**src/rtl/axi4_lite_master_cmd.sv**
```systemverilog
// AXI4-Lite master that turns a valid/ready command stream into single AXI4-Lite
// transactions and returns each result on a backpressured response stream.
// It has one transaction in flight at a time and a per-transaction watchdog.
module axi4_lite_master_cmd #(
    parameter int DATA_WIDTH     = 32,
    parameter int ADDRESS_WIDTH  = 32,
    parameter int TIMEOUT_CYCLES = 256
) (
    input  logic                      clk_i,
    input  logic                      rst_ni,

    input  logic                      cmd_valid_i,
    output logic                      cmd_ready_o,
    input  logic                      cmd_write_i,
    input  logic [ADDRESS_WIDTH-1:0]  cmd_addr_i,
    input  logic [DATA_WIDTH-1:0]     cmd_wdata_i,
    input  logic [DATA_WIDTH/8-1:0]   cmd_wstrb_i,

    output logic                      rsp_valid_o,
    input  logic                      rsp_ready_i,
    output logic                      rsp_write_o,
    output logic [DATA_WIDTH-1:0]     rsp_rdata_o,
    output logic [1:0]                rsp_resp_o,
    output logic                      rsp_timeout_o,

    output logic                      awvalid_o,
    input  logic                      awready_i,
    output logic [ADDRESS_WIDTH-1:0]  awaddr_o,

    output logic                      wvalid_o,
    input  logic                      wready_i,
    output logic [DATA_WIDTH-1:0]     wdata_o,
    output logic [DATA_WIDTH/8-1:0]   wstrb_o,

    input  logic                      bvalid_i,
    output logic                      bready_o,
    input  logic [1:0]                bresp_i,

    output logic                      arvalid_o,
    input  logic                      arready_i,
    output logic [ADDRESS_WIDTH-1:0]  araddr_o,

    input  logic                      rvalid_i,
    output logic                      rready_o,
    input  logic [DATA_WIDTH-1:0]     rdata_i,
    input  logic [1:0]                rresp_i
);

    typedef enum logic [2:0] {
        IDLE,
        WR_REQ,
        WR_RESP,
        RD_REQ,
        RD_RESP,
        RSP
    } state_t;

    // A zero limit disables the watchdog; the counter is kept one bit wide then.
    localparam int WDOG_W = (TIMEOUT_CYCLES > 0) ? $clog2(TIMEOUT_CYCLES + 1) : 1;
    localparam logic [WDOG_W-1:0] WDOG_LIMIT =
        (TIMEOUT_CYCLES > 0) ? WDOG_W'(TIMEOUT_CYCLES - 1) : '0;
    localparam logic [WDOG_W-1:0] WDOG_MAX =
        (TIMEOUT_CYCLES > 0) ? WDOG_W'(TIMEOUT_CYCLES) : '0;
    localparam logic WDOG_ON = (TIMEOUT_CYCLES > 0);

    state_t                     state_q, state_d;
    logic                       cmd_ready_q, cmd_ready_d;
    logic                       awvalid_q, awvalid_d;
    logic                       wvalid_q, wvalid_d;
    logic                       bready_q, bready_d;
    logic                       arvalid_q, arvalid_d;
    logic                       rready_q, rready_d;
    logic [ADDRESS_WIDTH-1:0]   addr_q, addr_d;
    logic [DATA_WIDTH-1:0]      wdata_q, wdata_d;
    logic [DATA_WIDTH/8-1:0]    wstrb_q, wstrb_d;
    logic                       rsp_valid_q, rsp_valid_d;
    logic                       rsp_write_q, rsp_write_d;
    logic [DATA_WIDTH-1:0]      rsp_rdata_q, rsp_rdata_d;
    logic [1:0]                 rsp_resp_q, rsp_resp_d;
    logic                       rsp_timeout_q, rsp_timeout_d;
    logic [WDOG_W-1:0]          wdog_q, wdog_d;

    logic                       expired;
    logic                       abort;
    logic                       awPending;
    logic                       wPending;

    // Next-state, output and watchdog logic; every register holds unless a state says otherwise.
    always_comb begin
        state_d       = state_q;
        cmd_ready_d   = cmd_ready_q;
        awvalid_d     = awvalid_q;
        wvalid_d      = wvalid_q;
        bready_d      = bready_q;
        arvalid_d     = arvalid_q;
        rready_d      = rready_q;
        addr_d        = addr_q;
        wdata_d       = wdata_q;
        wstrb_d       = wstrb_q;
        rsp_valid_d   = rsp_valid_q;
        rsp_write_d   = rsp_write_q;
        rsp_rdata_d   = rsp_rdata_q;
        rsp_resp_d    = rsp_resp_q;
        rsp_timeout_d = rsp_timeout_q;
        wdog_d        = wdog_q;
        abort         = 1'b0;
        awPending     = awvalid_q && !awready_i;
        wPending      = wvalid_q && !wready_i;

        // Once the limit is reached the watchdog stays expired, so a late
        // request handshake cannot leave the response phase unguarded.
        expired = WDOG_ON && (wdog_q >= WDOG_LIMIT);

        if (state_q == WR_REQ || state_q == WR_RESP ||
            state_q == RD_REQ || state_q == RD_RESP) begin
            wdog_d = (wdog_q == WDOG_MAX) ? wdog_q : wdog_q + 1'b1;
        end

        case (state_q)
            IDLE: begin
                cmd_ready_d = 1'b1;
                if (cmd_valid_i && cmd_ready_q) begin
                    cmd_ready_d = 1'b0;
                    addr_d      = cmd_addr_i;
                    wdata_d     = cmd_wdata_i;
                    wstrb_d     = cmd_wstrb_i;
                    wdog_d      = '0;
                    if (cmd_write_i) begin
                        awvalid_d = 1'b1;
                        wvalid_d  = 1'b1;
                        state_d   = WR_REQ;
                    end else begin
                        arvalid_d = 1'b1;
                        state_d   = RD_REQ;
                    end
                end
            end

            WR_REQ: begin
                if (awvalid_q && awready_i) begin
                    awvalid_d = 1'b0;
                end
                if (wvalid_q && wready_i) begin
                    wvalid_d = 1'b0;
                end
                if (!awPending && !wPending) begin
                    bready_d = 1'b1;
                    state_d  = WR_RESP;
                end else if (expired) begin
                    abort = 1'b1;
                end
            end

            WR_RESP: begin
                if (bvalid_i) begin
                    bready_d      = 1'b0;
                    rsp_valid_d   = 1'b1;
                    rsp_write_d   = 1'b1;
                    rsp_rdata_d   = '0;
                    rsp_resp_d    = bresp_i;
                    rsp_timeout_d = 1'b0;
                    state_d       = RSP;
                end else if (expired) begin
                    abort = 1'b1;
                end
            end

            RD_REQ: begin
                if (arready_i) begin
                    arvalid_d = 1'b0;
                    rready_d  = 1'b1;
                    state_d   = RD_RESP;
                end else if (expired) begin
                    abort = 1'b1;
                end
            end

            RD_RESP: begin
                if (rvalid_i) begin
                    rready_d      = 1'b0;
                    rsp_valid_d   = 1'b1;
                    rsp_write_d   = 1'b0;
                    rsp_rdata_d   = rdata_i;
                    rsp_resp_d    = rresp_i;
                    rsp_timeout_d = 1'b0;
                    state_d       = RSP;
                end else if (expired) begin
                    abort = 1'b1;
                end
            end

            RSP: begin
                if (rsp_ready_i) begin
                    rsp_valid_d = 1'b0;
                    cmd_ready_d = 1'b1;
                    state_d     = IDLE;
                end
            end

            default: begin
                state_d = IDLE;
            end
        endcase

        // A hung slave: release the bus and report a SLVERR-coded timeout.
        if (abort) begin
            awvalid_d     = 1'b0;
            wvalid_d      = 1'b0;
            bready_d      = 1'b0;
            arvalid_d     = 1'b0;
            rready_d      = 1'b0;
            rsp_valid_d   = 1'b1;
            rsp_write_d   = (state_q == WR_REQ) || (state_q == WR_RESP);
            rsp_rdata_d   = '0;
            rsp_resp_d    = 2'b10;
            rsp_timeout_d = 1'b1;
            state_d       = RSP;
        end
    end

    // State and registered outputs; reset clears everything and drops any transaction in flight.
    always_ff @(posedge clk_i or negedge rst_ni) begin
        if (!rst_ni) begin
            state_q       <= IDLE;
            cmd_ready_q   <= 1'b0;
            awvalid_q     <= 1'b0;
            wvalid_q      <= 1'b0;
            bready_q      <= 1'b0;
            arvalid_q     <= 1'b0;
            rready_q      <= 1'b0;
            addr_q        <= '0;
            wdata_q       <= '0;
            wstrb_q       <= '0;
            rsp_valid_q   <= 1'b0;
            rsp_write_q   <= 1'b0;
            rsp_rdata_q   <= '0;
            rsp_resp_q    <= '0;
            rsp_timeout_q <= 1'b0;
            wdog_q        <= '0;
        end else begin
            state_q       <= state_d;
            cmd_ready_q   <= cmd_ready_d;
            awvalid_q     <= awvalid_d;
            wvalid_q      <= wvalid_d;
            bready_q      <= bready_d;
            arvalid_q     <= arvalid_d;
            rready_q      <= rready_d;
            addr_q        <= addr_d;
            wdata_q       <= wdata_d;
            wstrb_q       <= wstrb_d;
            rsp_valid_q   <= rsp_valid_d;
            rsp_write_q   <= rsp_write_d;
            rsp_rdata_q   <= rsp_rdata_d;
            rsp_resp_q    <= rsp_resp_d;
            rsp_timeout_q <= rsp_timeout_d;
            wdog_q        <= wdog_d;
        end
    end

    assign cmd_ready_o   = cmd_ready_q;
    assign rsp_valid_o   = rsp_valid_q;
    assign rsp_write_o   = rsp_write_q;
    assign rsp_rdata_o   = rsp_rdata_q;
    assign rsp_resp_o    = rsp_resp_q;
    assign rsp_timeout_o = rsp_timeout_q;
    assign awvalid_o     = awvalid_q;
    assign awaddr_o      = addr_q;
    assign wvalid_o      = wvalid_q;
    assign wdata_o       = wdata_q;
    assign wstrb_o       = wstrb_q;
    assign bready_o      = bready_q;
    assign arvalid_o     = arvalid_q;
    assign araddr_o      = addr_q;
    assign rready_o      = rready_q;

endmodule
```
**config.mk**
```make
export PLATFORM = sky130hd
export DESIGN_NAME = axi4_lite_master_cmd
export DESIGN_NICKNAME = d
export VERILOG_FILES = /design/src/rtl/axi4_lite_master_cmd.sv
export SDC_FILE = /design/constraint.sdc
export NUM_CORES = 1
export LEC_CHECK = 0
export BUFFER_PORTS_ARGS = -buffer_cell sky130_fd_sc_hd__buf_4
export CAP_MARGIN = 25
export CORE_MARGIN = 5
export CORE_UTILIZATION = 45
export CTS_BUF_LIST = sky130_fd_sc_hd__clkbuf_2 sky130_fd_sc_hd__clkbuf_4 sky130_fd_sc_hd__clkbuf_8
export CTS_CLUSTER_SIZE = 14
export DETAILED_ROUTE_END_ITERATION = 12
export PLACE_DENSITY = 0.82
export SLEW_MARGIN = 0
export SYNTH_ARGS = -nofsm -noshare
export SYNTH_HDL_FRONTEND = slang
export SYNTH_SLANG_ARGS = --single-unit
```
**constraint.sdc**
```tcl
create_clock -name clk_i -period 4.6 [get_ports clk_i]
set_input_delay 0.46 -clock clk_i [delete_from_list [all_inputs] [get_ports clk_i]]
set_output_delay 0.46 -clock clk_i [all_outputs]
set_load 0.02 [all_outputs]
```
; ---- Word level (Yosys, flattened, before mapping)
; Index checks and enable logic that the tools add are counted.
; W data, S select, Z words.
[word_totals]
register_bits = 123
in_bits = 114
wordCells = 126
[classes]
n_addsub = 1
n_lt_le_gt_ge = 1
eq_ne = 17
n_mux = 60
reduce_logical = 31
[op_table]
columns = cell, count
row1 = $mux W32, 3
row2 = $pmux W32 S2, 1
row3 = $mux W9, 4
row4 = $mux W1, 29
row5 = $mux W3, 7
row6 = $ne A3 B3 Y1 const B, 7
row7 = $pmux W3 S6, 1
row8 = $pmux W1 S2, 8
row9 = $reduce_and A4 Y1, 4
row10 = $reduce_bool A3 Y1, 5
row11 = $add A9 B1 Y9 const B, 1
row12 = $eq A9 B9 Y1 const B, 1
row13 = $ge A9 B8 Y1 const B, 1
row14 = $ne A3 B2 Y1 const B, 3
row15 = $reduce_and A3 Y1, 3
row16 = $mux W2, 4
row17 = $eq A3 B2 Y1 const B, 2
row18 = $eq A3 B3 Y1 const B, 2
row19 = $logic_and A1 B1 Y1, 6
row20 = $reduce_and A6 Y1, 1
row21 = $logic_not A1 Y1, 4
row22 = $pmux W1 S4, 1
row23 = $pmux W2 S2, 1
row24 = $reduce_and A2 Y1, 2
row25 = other kinds (7), 9

; ---- Logic depth before layout (Yosys ltp)
; Gate-level depths: netlist (run 1).
[depth]
depth_word = 8
depth_mapped = 8

; ---- Least setup slack after synthesis (run 1)
; OpenSTA, ideal clock, no wires.
[synth_timing]
path_kind = register -> register
from = reg wdog_q[0]
to = reg rsp_resp_q[0] (netlist: rsp_resp_o[0])
arrival_time_ns = 1.802
required_ns = 4.501
path_slack_ns = 2.699
stages_incl_launch_ff = 9
path_buffers = 1
cell_sequence = dfrtp_1 > ha_1 > nand2_1 > nor2_1 > ha_1 > a311oi_1 > a31oi_4 > buf_6 > a311oi_1
[synth_via]
elab_chain_cells = 6
word_cells_on_any_way = 12
cone_classes = order compare: 1 / eq/ne: 2 / mux: 7 / reduce/logical: 2
[synth_lines]
columns = item, line
row1 = "start, declared", 81  ; logic [WDOG_W-1:0] wdog_q, wdog_d;
row2 = "start signal, assigned", 256  ; wdog_q <= wdog_d;
row3 = $ge A9 B8 Y1 *, 112  ; expired = WDOG_ON && (wdog_q >= WDOG_LIMIT);
row4 = $mux W1 *, n/a
row5 = "$mux W1, on equally long branches", n/a
row6 = $pmux W1 S4 *, 119  ; case (state_q)
row7 = $ne A3 B3 Y1 (no source line) / $reduce_bool A3 Y1 (equally long branches), n/a
row8 = $reduce_and A3 Y1 (no source line), n/a
row9 = "end signal, assigned", 254  ; rsp_resp_q <= rsp_resp_d;
row10 = "end, declared", 79  ; logic [1:0] rsp_resp_q, rsp_resp_d;
; Mark *: on every way between the ends. The rest lies on a longest branch, timed or not.
; A chain may end at the register's enable or synchronous reset.

; ---- Final worst setup path (run 1)
[layout_timing]
from = reg state_q[1]
to = reg wdata_q[29] (netlist: wdata_o[29])
[layout_via]
elab_chain_cells = 2
[layout_lines]
columns = item, line
row1 = "start, declared", 66  ; state_t state_q, state_d;
row2 = "start signal, assigned", 241  ; state_q <= state_d;
row3 = $logic_not A3 Y1, 119
row4 = $reduce_and A2 Y1 (no source line), n/a
row5 = "end signal, assigned", 249  ; wdata_q <= wdata_d;
row6 = "end, declared", 74  ; logic [DATA_WIDTH-1:0] wdata_q, wdata_d;
; Every way passes these cells.

==> summary.md, run 1 <==
| Metric | Value |
|---|---|
| Internal Pwr Total | `between 3 and 4 mW` |
| Clk slew on worst S/H paths | `~0.070 ns` |
| Status | `completed` |
| Dominant synthesized flop cell | `sky130_fd_sc_hd__dfrtp_1` |
| CP max FO | `79` |
| Overall overflow remaining after global route | `0` |
| IR Drop Worst-Case VDD | `0.4238 mV` |
| Crit path DAT | `2.99 ns` |
| Final hold violation count | `0` |
| FP Rows | `40` |
| Non-filler instance count after layout | `approximately 850` |
| Unrepaired setup endpoints after global routing | `no` |
| Global-route layer with the greatest usage | `met2` |
| Largest delay share family, worst path | `simple AND/OR/NAND/NOR gates` |
| LEAKAGE | `roughly 3.7 nW` |
| Post-synthesis cell type with the largest combined area | `sky130_fd_sc_hd__dfrtp_1` |
| GR Util met1 | `0.2429` |
| Clock buffer count from CTS | `17` |
| Psw | `2.367 mW` |
| Most instantiated library cell after synthesis | `sky130_fd_sc_hd__dfrtp_1` |
| Antenna cell count | `0` |
| Clk sinks | `123` |
| Syn Nets | `between 500 and 600` |
| RePlAce Congestion | `0.8424` |
| Data required time at the worst endpoint | `4.91 ns` |
| Number of nets in the finished design | `roughly 810` |
| Post-CTS Setup Repair Bufs | `0` |
| Switching share of total power | `0.4020` |
| CORE AREA | `11960 sq um` |
| Setup TNS after final layout | `0 ns` |
| Remaining DRCs | `0` |
| Max H-tree Level | `4` |
| Min-Delay Path Class | `input port to flop` |
| Share of flip-flops with an asynchronous set or reset | `1.000` |
| Type of the setup path with the least slack | `flop to flop` |
| Final-report setup violation count | `0` |
| Count of state elements after synthesis | `123` |
| Startpoint class of the critical path | `flop` |
| Fraction of the yosys area taken by sequential cells | `0.5609` |
| Number of global-route vias before repair | `4681` |
| Clock Tree Root | `sky130_fd_sc_hd__clkbuf_8` |
| Iteration-0 DRC Markers | `502` |
| Met3 track utilization from global routing | `0.06548` |
| Transition time at the pin with the least slew margin | `1.004 ns` |
| Number of ports placed on the die boundary | `between 200 and 300` |
| Number of cells after detailed placement | `between 800 and 900` |
| Total power after layout | `5.887 mW` |
| Chain of cells forming the critical path | `nor2_1, and4_4, mux2_2` |
| Maximum clock frequency | `between 300 and 400 MHz` |
| Highest cell delay on the worst timing path | `between 0.9 and 1 ns` |
| Synth Cell Area | `5488 sq um` |
| Count of flip-flops with a built-in enable after synthesis | `0` |
| CP bufs+invs | `0` |
| HPWL after detailed placement | `11270 um` |
| Part of the total power dissipated in the clock network | `0.181` |
| Synth top area cells | `sky130_fd_sc_hd__dfrtp_1 56%, sky130_fd_sc_hd__mux2_2 14%, sky130_fd_sc_hd__buf_4 4.8%, sky130_fd_sc_hd__a21oi_1 3.5%, sky130_fd_sc_hd__nand3_1 3.1%` |
| Largest net degree at the start of global routing | `80` |
| Number of buffers between clock root and the deepest sink | `2` |
| Max-slew headroom | `0.3309` |
| Count of cells resized by post-cts repair | `0` |
| Power density normalized to cell area | `757.8 nW/um^2` |
| Effective utilization at floorplan | `0.4588` |
| Part of the power in combinational logic | `0.492` |
| Cell types with the highest counts after synthesis | `123 x sky130_fd_sc_hd__dfrtp_1, 69 x sky130_fd_sc_hd__mux2_2, 45 x sky130_fd_sc_hd__nand2_1` |
| Cell with the largest stage delay on the worst path | `sky130_fd_sc_hd__and4_4` |
| Post-Route Skew | `approximately 0.0066 ns` |
| Post-Place Setup Slack | `between 1.5 and 2 ns` |
| Width of the die | `about 120 um` |
| Sequential power share | `0.328` |
| Routed wire length per instance | `18.24 um` |
| Area growth syn-to-layout | `41.56%` |
| Chip Height | `120.4 um` |
| Overall die area | `14500 sq um` |
| Max-cap violation count | `0` |
| Number of distinct standard cells referenced by the synthesized netlist | `54` |
| Number of standard cells after synthesis | `472` |
| Wire length of the first global-routing pass | `24440 um` |
| Drt first pass iters | `4` |
| Area fraction of the dominant cell type after synthesis | `0.5609` |
| Fraction of final layout cells sized beyond drive strength 1 | `0.5234` |
| Number of filler cells placed in the layout | `908` |
| TritonCTS clock tree | `done` |
| Minimum setup slack in the final design | `1.923 ns` |
| Type of element capturing the critical path | `flop` |
| Number of port buffers | `around 260` |
| Synth Warn # | `0` |
| Average via count per standard cell | `5.229` |
| Wirelength, routed | `15540 um` |
| Portion of the clock cycle consumed by the worst path in the final layout | `0.5819` |
| Met2 layer usage reported by global route | `0.3783` |
| Clk_lat worst skew | `0.43 ns` |
| Via count | `4455` |
| Average cell area after synthesis | `11.63 sq um` |
| Final ANT Viol Nets | `0` |
| Post-route minimum period | `2.677 ns` |
| Count of pins over their slew limit | `0` |
| Total Routing Usage GR | `0.2160` |
| Antenna violations before repair | `0` |
[placed cells by master, fill, tap and decap left out, types with 3 or more instances in the layout]
cell type                   count
sky130_fd_sc_hd__buf_4        258
sky130_fd_sc_hd__nand4_1        3
sky130_fd_sc_hd__a21oi_1       38
sky130_fd_sc_hd__o21ai_0        3
sky130_fd_sc_hd__a22oi_1        4
sky130_fd_sc_hd__or4_1          3
sky130_fd_sc_hd__nand2_1       45
sky130_fd_sc_hd__inv_1          7
sky130_fd_sc_hd__clkbuf_4       6
sky130_fd_sc_hd__mux2_2        69
sky130_fd_sc_hd__clkbuf_8      19
sky130_fd_sc_hd__a21o_1         3
sky130_fd_sc_hd__ha_1           3
sky130_fd_sc_hd__xor2_1         3
sky130_fd_sc_hd__bufinv_16      4
sky130_fd_sc_hd__nand3b_1       5
sky130_fd_sc_hd__buf_16         3
sky130_fd_sc_hd__a31oi_1        3
sky130_fd_sc_hd__nor2_1        19
sky130_fd_sc_hd__dfrtp_1      123
sky130_fd_sc_hd__nand2b_1       4
sky130_fd_sc_hd__nand3_1       34
[worst paths after layout]
path | startpoint | cells past startpoint | end | slack, ns
worst min-delay path | cmd_wdata_i[22] | 2 | wdata_o[22]$_DFFE_PN0P_ | 0.26
worst max register to register | state_q[1]$_DFFE_PN0P_ | 3 | wdata_o[29]$_DFFE_PN0P_ | 1.92
max in group asynchronous | rst_ni | 4 | rsp_rdata_o[3]$_DFFE_PN0P_ | 3.05
worst min register to register | rsp_timeout_o$_DFFE_PN0P_ | 1 | rsp_timeout_o$_DFFE_PN0P_ | 0.48
worst max-delay path | state_q[1]$_DFFE_PN0P_ | 3 | wdata_o[29]$_DFFE_PN0P_ | 1.92
min in group asynchronous | rst_ni | 2 | bready_o$_DFFE_PN0P_ | 0.37
[sequential cells by signal, indices dropped and copies added (netlist names)]
signal / count
rsp_rdata_o: 32
rsp_valid_o: 1
wdata_o: 32
wstrb_o: 4
rsp_resp_o: 2
wdog_q: 9
bready_o: 1
araddr_o: 32
arvalid_o: 1
cmd_ready_o: 1
rsp_write_o: 1
wvalid_o: 1
state_q: 3
rsp_timeout_o: 1
awvalid_o: 1
rready_o: 1
[cell families (layout without fill, tap and decap cells)]
logic type | Yosys count | count (layout) | share of synthesized area
adder cells (fa/ha/maj) | 3 | 3 | 0.006841
XOR/XNOR | 4 | 4 | 0.006385
AO/OA/AOI/OAI | 74 | 74 | 0.08915
AND/OR/NAND/NOR | 128 | 128 | 0.1138
buffers and inverters | 69 | 302 | 0.07775
multiplexers | 71 | 71 | 0.1452
flip-flops | 123 | 123 | 0.5609
[area by class of cell]
type                       count  area [sq um]  area share
tap                          147         183.9     0.02368
multi-input combinational    280          1992      0.2564
clock buffer                  25         306.5     0.03946
clock inverter                 7         137.6     0.01772
inverter                       7         26.28    0.003382
timing repair buffer         263          2044      0.2632
sequential                   123          3078      0.3962
[worst reg2reg max path: stages, from the launching register on]
cell and delay, ns:
sky130_fd_sc_hd__dfrtp_1 0.63, sky130_fd_sc_hd__nor2_1 0.49, sky130_fd_sc_hd__and4_4 0.97, sky130_fd_sc_hd__mux2_2 0.47
[routing by layer]
layer | up-vias | part of all wire
met5 | - | 0
met4 | 0 | 0.021
met3 | 30 | 0.079
met2 | 193 | 0.54
met1 | 2161 | 0.36
li1 | 2071 | -
[power groups by stage]
stage	Combinational, mW	Sequential, mW	Clock (mW)
floorplan	1.38	2.35	0
global placement	2.79	1.91	0
detailed placement	2.87	1.94	0
CTS	2.88	1.93	1.09
global route	3.09	2.00	1.14
finish	2.90	1.93	1.06
[per-stage QoR]
stage / util / hold slack (ns) / area, sq um
3_3_place_gp: 0.6033 / 0.4640 / 7217
6_report: 0.6495 / 0.2557 / 7769
5_1_grt: 0.6495 / 0.2161 / 7769
4_1_cts: 0.6417 / 0.1960 / 7676
2_1_floorplan: - / 0.1644 / 5488
3_5_place_dp: 0.6046 / 0.4668 / 7232
[timing repair]
action,CTS,global route
hold buffers,0,1
hold endpoints to repair,0,2
setup endpoints to repair,0,0
No activity file was read; power rests on OpenSTA's default activity.
==> inputs of run 2 (changes only) <==
ABC_AREA = 1   (was default)
CORE_UTILIZATION = 44   (was 45)
PLACE_DENSITY = 0.83   (was 0.82)
clock period = 2.2 ns   (was 4.6 ns; I/O delays follow)
==> summary.md, run 2 <==
| Metric | Value |
|---|---|
| Status | `completed` |
| Post-Place Setup Slack | `0.05421 ns (-1.885 ns)` |
| Antenna cell count | `0 (unchanged)` |
| Count of pins over their slew limit | `0 (unchanged)` |
| Area growth syn-to-layout | `55.30%` |
| Post-synthesis cell type with the largest combined area | `sky130_fd_sc_hd__dfrtp_1` |
| Dominant synthesized flop cell | `sky130_fd_sc_hd__dfrtp_1` |
| Number of filler cells placed in the layout | `875 (-3.6%)` |
| Number of distinct standard cells referenced by the synthesized netlist | `28 (-48%)` |
| GR Util met1 | `0.2619 (+0.01895)` |
| Clk_lat worst skew | `0.43 ns (about the same)` |
| Fraction of the yosys area taken by sequential cells | `0.5582 (-0.002673)` |
| Wirelength, routed | `17440 um (+12%)` |
| Remaining DRCs | `0 (unchanged)` |
| Min-Delay Path Class | `input port to flop` |
| RePlAce Congestion | `0.9161 (+8.7%)` |
| Clk slew on worst S/H paths | `0.07 ns (about the same)` |
| Final hold violation count | `0 (unchanged)` |
| Cell with the largest stage delay on the worst path | `sky130_fd_sc_hd__dfrtp_1` |
| Data required time at the worst endpoint | `2.56 ns (-2.35 ns)` |
| Startpoint class of the critical path | `flop` |
| LEAKAGE | `4.769 nW (+28%)` |
| Fraction of final layout cells sized beyond drive strength 1 | `0.3241 (-0.1993)` |
| HPWL after detailed placement | `10920 um (-3.1%)` |
| Chain of cells forming the critical path | `ha_2, nand3_1, nor2_1, inv_1, nor3_2, ha_1, nor2_1, nand2_2, o21ai_4, nand3_4, nand2_4, buf_12, nand2_1, nand2_1` |
| CP max FO | `37 (-53%)` |
| Clock Tree Root | `sky130_fd_sc_hd__clkbuf_8` |
| Most instantiated library cell after synthesis | `sky130_fd_sc_hd__nand2_1` |
| Routed wire length per instance | `15.21 um (-17%)` |
| Clk sinks | `123 (unchanged)` |
| Post-route minimum period | `2.074 ns (-0.6027 ns)` |
| Number of nets in the finished design | `1083 (+34%)` |
| Clock buffer count from CTS | `17 (unchanged)` |
| Area fraction of the dominant cell type after synthesis | `0.5582 (-0.002673)` |
| Global-route layer with the greatest usage | `met2` |
| Average via count per standard cell | `4.808 (-8.0%)` |
| TritonCTS clock tree | `done` |
| Highest cell delay on the worst timing path | `0.40 ns (-0.57 ns)` |
| Drt first pass iters | `5 (+1)` |
| Max-cap violation count | `0 (unchanged)` |
| Number of standard cells after synthesis | `670 (+42%)` |
| Wire length of the first global-routing pass | `27030 um (+11%)` |
| CORE AREA | `12160 sq um (+1.7%)` |
| Largest net degree at the start of global routing | `75 (-6.3%)` |
| Type of the setup path with the least slack | `flop to flop` |
| Synth Warn # | `0 (unchanged)` |
| Iteration-0 DRC Markers | `391 (-22%)` |
| Commonest cells after routing, fill and taps aside | `331 x sky130_fd_sc_hd__nand2_1, 263 x sky130_fd_sc_hd__buf_4, 123 x sky130_fd_sc_hd__dfrtp_1, 69 x sky130_fd_sc_hd__dlygate4sd3_1, 36 x sky130_fd_sc_hd__nand4_1` |
| Number of ports placed on the die boundary | `257 (unchanged)` |
| Syn Nets | `787 (+34%)` |
| Type of element capturing the critical path | `flop` |
| Chip Height | `121.9 um (+1.3%)` |
| Final-report setup violation count | `0 (unchanged)` |
| Antenna violations before repair | `0 (unchanged)` |
| Maximum clock frequency | `482.2 MHz (+29%)` |
| Met3 track utilization from global routing | `0.06221 (-0.003272)` |
| Most common library cell in the layout ignoring fill and taps | `sky130_fd_sc_hd__nand2_1` |
| Max H-tree Level | `4 (unchanged)` |
| Post-Route Skew | `0.007780 ns (+0.001149 ns)` |
| Post-detailed-placement cell area | `7430 sq um (+2.7%)` |
| Number of global-route vias before repair | `5404 (+15%)` |
| Overall die area | `14870 sq um (+2.5%)` |
| Share of flip-flops with an asynchronous set or reset | `1.000 (unchanged)` |
| Average cell area after synthesis | `8.230 sq um (-29%)` |
| Setup TNS after final layout | `0 ns (unchanged)` |
| Largest delay share family, worst path | `simple AND/OR/NAND/NOR gates` |
| IR Drop Worst-Case VDD | `0.7802 mV (+84%)` |
| Met2 layer usage reported by global route | `0.4057 (+0.02746)` |
| Minimum setup slack in the final design | `0.1261 ns (-1.797 ns)` |
| Count of flip-flops with a built-in enable after synthesis | `0 (unchanged)` |
| Power density normalized to cell area | `1460 nW/um^2 (+93%)` |
| FP Rows | `40 (unchanged)` |
| Area taken by flip-flops and latches | `3078 sq um (unchanged)` |
| Area occupied by multi-input gates | `1979 sq um (-0.63%)` |
| Effective utilization at floorplan | `0.4534 (-0.005392)` |
| Final cell utilization of the core | `0.7041 (+0.05464)` |
| Overall overflow remaining after global route | `0 (unchanged)` |
| Width of the die | `121.9 um (+1.3%)` |
| Transition time at the pin with the least slew margin | `0.4873 ns (-0.5164 ns)` |
| Synth top area cells | `sky130_fd_sc_hd__dfrtp_1 56%, sky130_fd_sc_hd__nand2_1 23%, sky130_fd_sc_hd__buf_4 4.9%, sky130_fd_sc_hd__nand4_1 4.1%, sky130_fd_sc_hd__nand3_1 1.8%` |
| Portion of the clock cycle consumed by the worst path in the final layout | `0.9427 (+0.3608)` |
| Synth Cell Area | `5514 sq um (+0.48%)` |
| Total Routing Usage GR | `0.2303 (+0.01430)` |
| Cell types with the highest counts after synthesis | `333 x sky130_fd_sc_hd__nand2_1, 123 x sky130_fd_sc_hd__dfrtp_1, 36 x sky130_fd_sc_hd__buf_4, 36 x sky130_fd_sc_hd__nand4_1` |
| Worst slack on hold paths | `0.02937 ns (-0.2264 ns)` |
| Non-Filler Cell Area, Final | `8563 sq um (+10%)` |
| Via count | `5510 (+24%)` |
| Number of port buffers | `256 (unchanged)` |
| Count of state elements after synthesis | `123 (unchanged)` |
| Max-slew headroom | `0.6752 (+0.3443)` |
| Number of buffers between clock root and the deepest sink | `2 (unchanged)` |
| CP bufs+invs | `2 (+2)` |
| Crit path DAT | `2.44 ns (-0.55 ns)` |
| Final ANT Viol Nets | `0 (unchanged)` |
## run 2: cell types whose count changed in the layout (fill, tap and decap cells not counted), sizes merged, moves of 4 or more
cell	change
nand3b	-4
a21oi	-30
a31oi	-4
mux2	-69
nand4	+33
nor2	+7
o21ai	+10
buf	+8
dlygate4sd3	+68
nand3	-13
nand2	+291
a22oi	-4
inv	+21
nand2b	-4
## run 2: per-stage QoR
step	total power [mW]	std cells
2_1_floorplan	7.874	670
3_3_place_gp	10.11	1044
3_5_place_dp	10.26	1044
4_1_cts	12.39	1144
5_1_grt	13.34	1146
6_report	12.50	1146
## run 2: tightest hold or removal path: stages
cell	delay, ns
sky130_fd_sc_hd__buf_4	0.08
sky130_fd_sc_hd__nand4_1	0.07
sky130_fd_sc_hd__nand2_1	0.07
## run 2: worst paths after layout
check                                                 from                          end  slack (ns)  depth (start not counted)
worst max-delay path                   wdog_q[0]$_DFF_PN0_   rsp_rdata_o[0]$_DFFE_PN0P_        0.13                         14
worst min-delay path                           rdata_i[19]  rsp_rdata_o[19]$_DFFE_PN0P_        0.03                          3
worst max register to register         wdog_q[0]$_DFF_PN0_   rsp_rdata_o[0]$_DFFE_PN0P_        0.13                         14
worst min register to register  rsp_rdata_o[4]$_DFFE_PN0P_   rsp_rdata_o[4]$_DFFE_PN0P_        0.47                          2
max in group asynchronous                           rst_ni     araddr_o[16]$_DFFE_PN0P_        1.29                          3
min in group asynchronous                           rst_ni     araddr_o[30]$_DFFE_PN0P_        0.28                          2
## run 2: kinds of logic (layout without fill, tap and decap cells)
family | after synthesis | count (layout) | share of synthesized area
DFF | 123 | 123 | 0.5582
buffers and inverters | 92 | 400 | 0.08963
AOI/OAI and AO/OA | 26 | 26 | 0.02655
adders and majority gates | 3 | 3 | 0.006808
and+or+nand+nor | 425 | 425 | 0.3170
muxes | 1 | 1 | 0.001815
## run 2: power breakdown
group	switching [mW]	leakage, nW	total [mW]	internal, mW
Combinational	4.02	3.00	6.60	2.59
Sequential	0.691	1.56	3.91	3.22
Clock	0.861	0.202	2.00	1.14
Total	5.57	4.77	12.5	6.94
## run 2: layout make-up
type,count,area share
sequential,123,0.3594
timing repair buffer,339,0.3255
multi-input combinational,455,0.2312
clock buffer,24,0.03565
tap,168,0.02455
inverter,30,0.01315
clock inverter,7,0.01052
## run 2: what timing repair did
item,4_1_cts,5_1_grt
setup buffers,0,2
hold buffers,69,0
hold endpoints to repair,101,0
endpoints found under the setup margin,0,43
gates resized for setup,0,8
## run 2: per-layer routing
layer	routed length, um	vias up
met3	1253	38
li1	-	2672
met1	6606	2573
met5	0	-
met2	9096	227
met4	480	0
==> inputs of run 3 (changes only) <==
CORE_UTILIZATION = 41   (was 44)
PLACE_DENSITY = 0.79   (was 0.83)
==> summary.md, run 3 (synthesis results as in run 2) <==
| Metric | Value |
|---|---|
| Status | `completed` |
| Psw | `5.953 mW (+6.9%)` |
| Effective utilization at floorplan | `0.4180 (-0.03535)` |
| FP Rows | `42 (+5.0%)` |
| Type of element capturing the critical path | `flop` |
| Antenna cell count | `0 (unchanged)` |
| Data required time at the worst endpoint | `2.57 ns (about the same)` |
| Wirelength, routed | `18050 um (+3.5%)` |
| Wire length of the first global-routing pass | `27550 um (+1.9%)` |
| Final-report setup violation count | `0 (unchanged)` |
| Global-route layer with the greatest usage | `met2` |
| Via count | `5663 (+2.8%)` |
| HPWL after detailed placement | `11040 um (+1.1%)` |
| Routed wire length per instance | `15.50 um (+1.9%)` |
| Count of pins over their slew limit | `0 (unchanged)` |
| Clock buffer count from CTS | `17 (unchanged)` |
| Crit path DAT | `2.45 ns (about the same)` |
| Minimum setup slack in the final design | `0.1204 ns (-0.005690 ns)` |
| Drt first pass iters | `5 (unchanged)` |
| Number of nets in the finished design | `1093 (+0.92%)` |
| Max-cap violation count | `0 (unchanged)` |
| Sequential power share | `0.303 (-0.009)` |
| Internal Pwr Total | `6.914 mW (-0.33%)` |
| Fraction of final layout cells sized beyond drive strength 1 | `0.3347 (+0.01055)` |
| Number of port buffers | `256 (unchanged)` |
| Part of the total power dissipated in the clock network | `0.146 (-0.014)` |
| Number of buffers between clock root and the deepest sink | `2 (unchanged)` |
| IR Drop Worst-Case VDD | `0.9267 mV (+19%)` |
| Commonest cells after routing, fill and taps aside | `331 x sky130_fd_sc_hd__nand2_1, 265 x sky130_fd_sc_hd__buf_4, 123 x sky130_fd_sc_hd__dfrtp_1, 71 x sky130_fd_sc_hd__dlygate4sd3_1, 36 x sky130_fd_sc_hd__nand4_1` |
| Clock Tree Root | `sky130_fd_sc_hd__clkbuf_8` |
| Final ANT Viol Nets | `0 (unchanged)` |
| Portion of the clock cycle consumed by the worst path in the final layout | `0.9453 (+0.002586)` |
| Area growth syn-to-layout | `58.41%` |
| Min-Delay Path Class | `input port to flop` |
| Number of ports placed on the die boundary | `257 (unchanged)` |
| TritonCTS clock tree | `done` |
| RePlAce Congestion | `0.8947 (-2.3%)` |
| GR Util met1 | `0.2468 (-0.01505)` |
| Average via count per standard cell | `4.861 (+1.1%)` |
| CORE AREA | `13190 sq um (+8.5%)` |
| Met2 layer usage reported by global route | `0.3703 (-0.03547)` |
| Post-Route Skew | `0.01168 ns (+0.003904 ns)` |
| Clk slew on worst S/H paths | `0.08 ns (about the same)` |
| Post-Place Setup Slack | `0.02312 ns (-0.03109 ns)` |
| Antenna violations before repair | `0 (unchanged)` |
| Part of the power in combinational logic | `0.550 (+0.022)` |
| Max H-tree Level | `4 (unchanged)` |
| Switching share of total power | `0.4627 (+0.01741)` |
| Power density normalized to cell area | `1473 nW/um^2 (+0.88%)` |
| Type of the setup path with the least slack | `flop to flop` |
| Max-slew headroom | `0.3602 (-0.3150)` |
| Overall die area | `15870 sq um (+6.7%)` |
| CP max FO | `7 (-81%)` |
| Maximum clock frequency | `480.9 MHz (-0.27%)` |
| Width of the die | `126.0 um (+3.3%)` |
| Total Routing Usage GR | `0.2130 (-0.01725)` |
| Final hold violation count | `0 (unchanged)` |
| Post-route minimum period | `2.080 ns (+0.005690 ns)` |
| LEAKAGE | `4.823 nW (+1.1%)` |
| Met3 track utilization from global routing | `0.06308 (+0.0008723)` |
| Number of global-route vias before repair | `5600 (+3.6%)` |
| Iteration-0 DRC Markers | `475 (+21%)` |
| Overall overflow remaining after global route | `0 (unchanged)` |
| Clk_lat worst skew | `0.43 ns (about the same)` |
| Remaining DRCs | `0 (unchanged)` |
| Clk sinks | `123 (unchanged)` |
| Transition time at the pin with the least slew margin | `0.9587 ns (+0.4714 ns)` |
| Chip Height | `126.0 um (+3.3%)` |
| Most common library cell in the layout ignoring fill and taps | `sky130_fd_sc_hd__nand2_1` |
| Largest net degree at the start of global routing | `53 (-29%)` |
| Startpoint class of the critical path | `flop` |
| Total power after layout | `12.87 mW (+2.9%)` |
[run 3: layer usage]
metal	vias up	routed length [um]
li1	2702	-
met1	2639	6881
met2	262	9335
met3	60	1202
met4	0	633
met5	-	0
[run 3: cell type report]
| class | count | area [sq um] |
|---|---|---|
| fill | 1054 | 4456 |
| sequential | 123 | 3078 |
| timing repair buffer | 345 | 2877 |
| multi-input combinational | 459 | 2071 |
| clock buffer | 17 | 234.0 |
| tap | 176 | 220.2 |
| clock inverter | 15 | 142.6 |
| inverter | 30 | 112.6 |
[run 3: critical path, cell delays in order (launching register included)]
cell,delay (ns)
sky130_fd_sc_hd__dfrtp_1,0.40
sky130_fd_sc_hd__ha_1,0.23
sky130_fd_sc_hd__nand3_1,0.12
sky130_fd_sc_hd__nor2_2,0.05
sky130_fd_sc_hd__inv_2,0.06
sky130_fd_sc_hd__nor3_2,0.04
sky130_fd_sc_hd__ha_1,0.17
sky130_fd_sc_hd__nor2_1,0.11
sky130_fd_sc_hd__nand2_2,0.12
sky130_fd_sc_hd__o21ai_4,0.15
sky130_fd_sc_hd__nand3_4,0.13
sky130_fd_sc_hd__buf_12,0.19
sky130_fd_sc_hd__nand2_4,0.12
sky130_fd_sc_hd__nand2_1,0.06
sky130_fd_sc_hd__nand2_1,0.06
[run 3: what timing repair did]
item	CTS	global route
hold endpoints to repair	104	0
gates cloned	0	5
gates resized for setup	1	15
hold buffers	71	0
buffers inserted	0	8
setup endpoints to repair	4	45
pin swaps	0	4
[run 3: power by group through the flow]
stage	clock (mW)	combinational [mW]	sequential, mW
after global placement	0	6.14	3.88
after detailed placement	0	6.27	3.90
final	1.88	7.08	3.90
after global routing	2.04	7.64	4.03
after CTS	1.93	6.39	3.89
after floorplan	0	3.07	4.80
[run 3: final timing paths]
path | from | to | slack (ns) | cells past startpoint
hold reg to reg | wdata_o[30]$_DFFE_PN0P_ | wdata_o[30]$_DFFE_PN0P_ | 0.47 | 2
max in group asynchronous | rst_ni | wdata_o[17]$_DFFE_PN0P_ | 1.25 | 3
setup reg to reg | wdog_q[0]$_DFF_PN0_ | rsp_rdata_o[2]$_DFFE_PN0P_ | 0.12 | 14
min in group asynchronous | rst_ni | rsp_rdata_o[13]$_DFFE_PN0P_ | 0.32 | 2
setup / recovery | wdog_q[0]$_DFF_PN0_ | rsp_rdata_o[2]$_DFFE_PN0P_ | 0.12 | 14
hold / removal | rdata_i[1] | rsp_rdata_o[1]$_DFFE_PN0P_ | 0.03 | 3
[run 3: per-stage QoR]
| step | util | setup TNS [ns] | cell area (sq um) | hold slack (ns) | cells |
|---|---|---|---|---|---|
| after global placement | 0.5614 | 0 | 7405 | 0.2135 | 1049 |
| final | 0.6622 | 0 | 8735 | 0.02921 | 1165 |
| after floorplan | - | 0 | 5514 | -0.07559 | 670 |
| after CTS | 0.6445 | 0 | 8501 | 0.001489 | 1152 |
| after detailed placement | 0.5614 | 0 | 7405 | 0.2184 | 1049 |
| after global routing | 0.6622 | -0.05049 | 8735 | -0.003293 | 1165 |
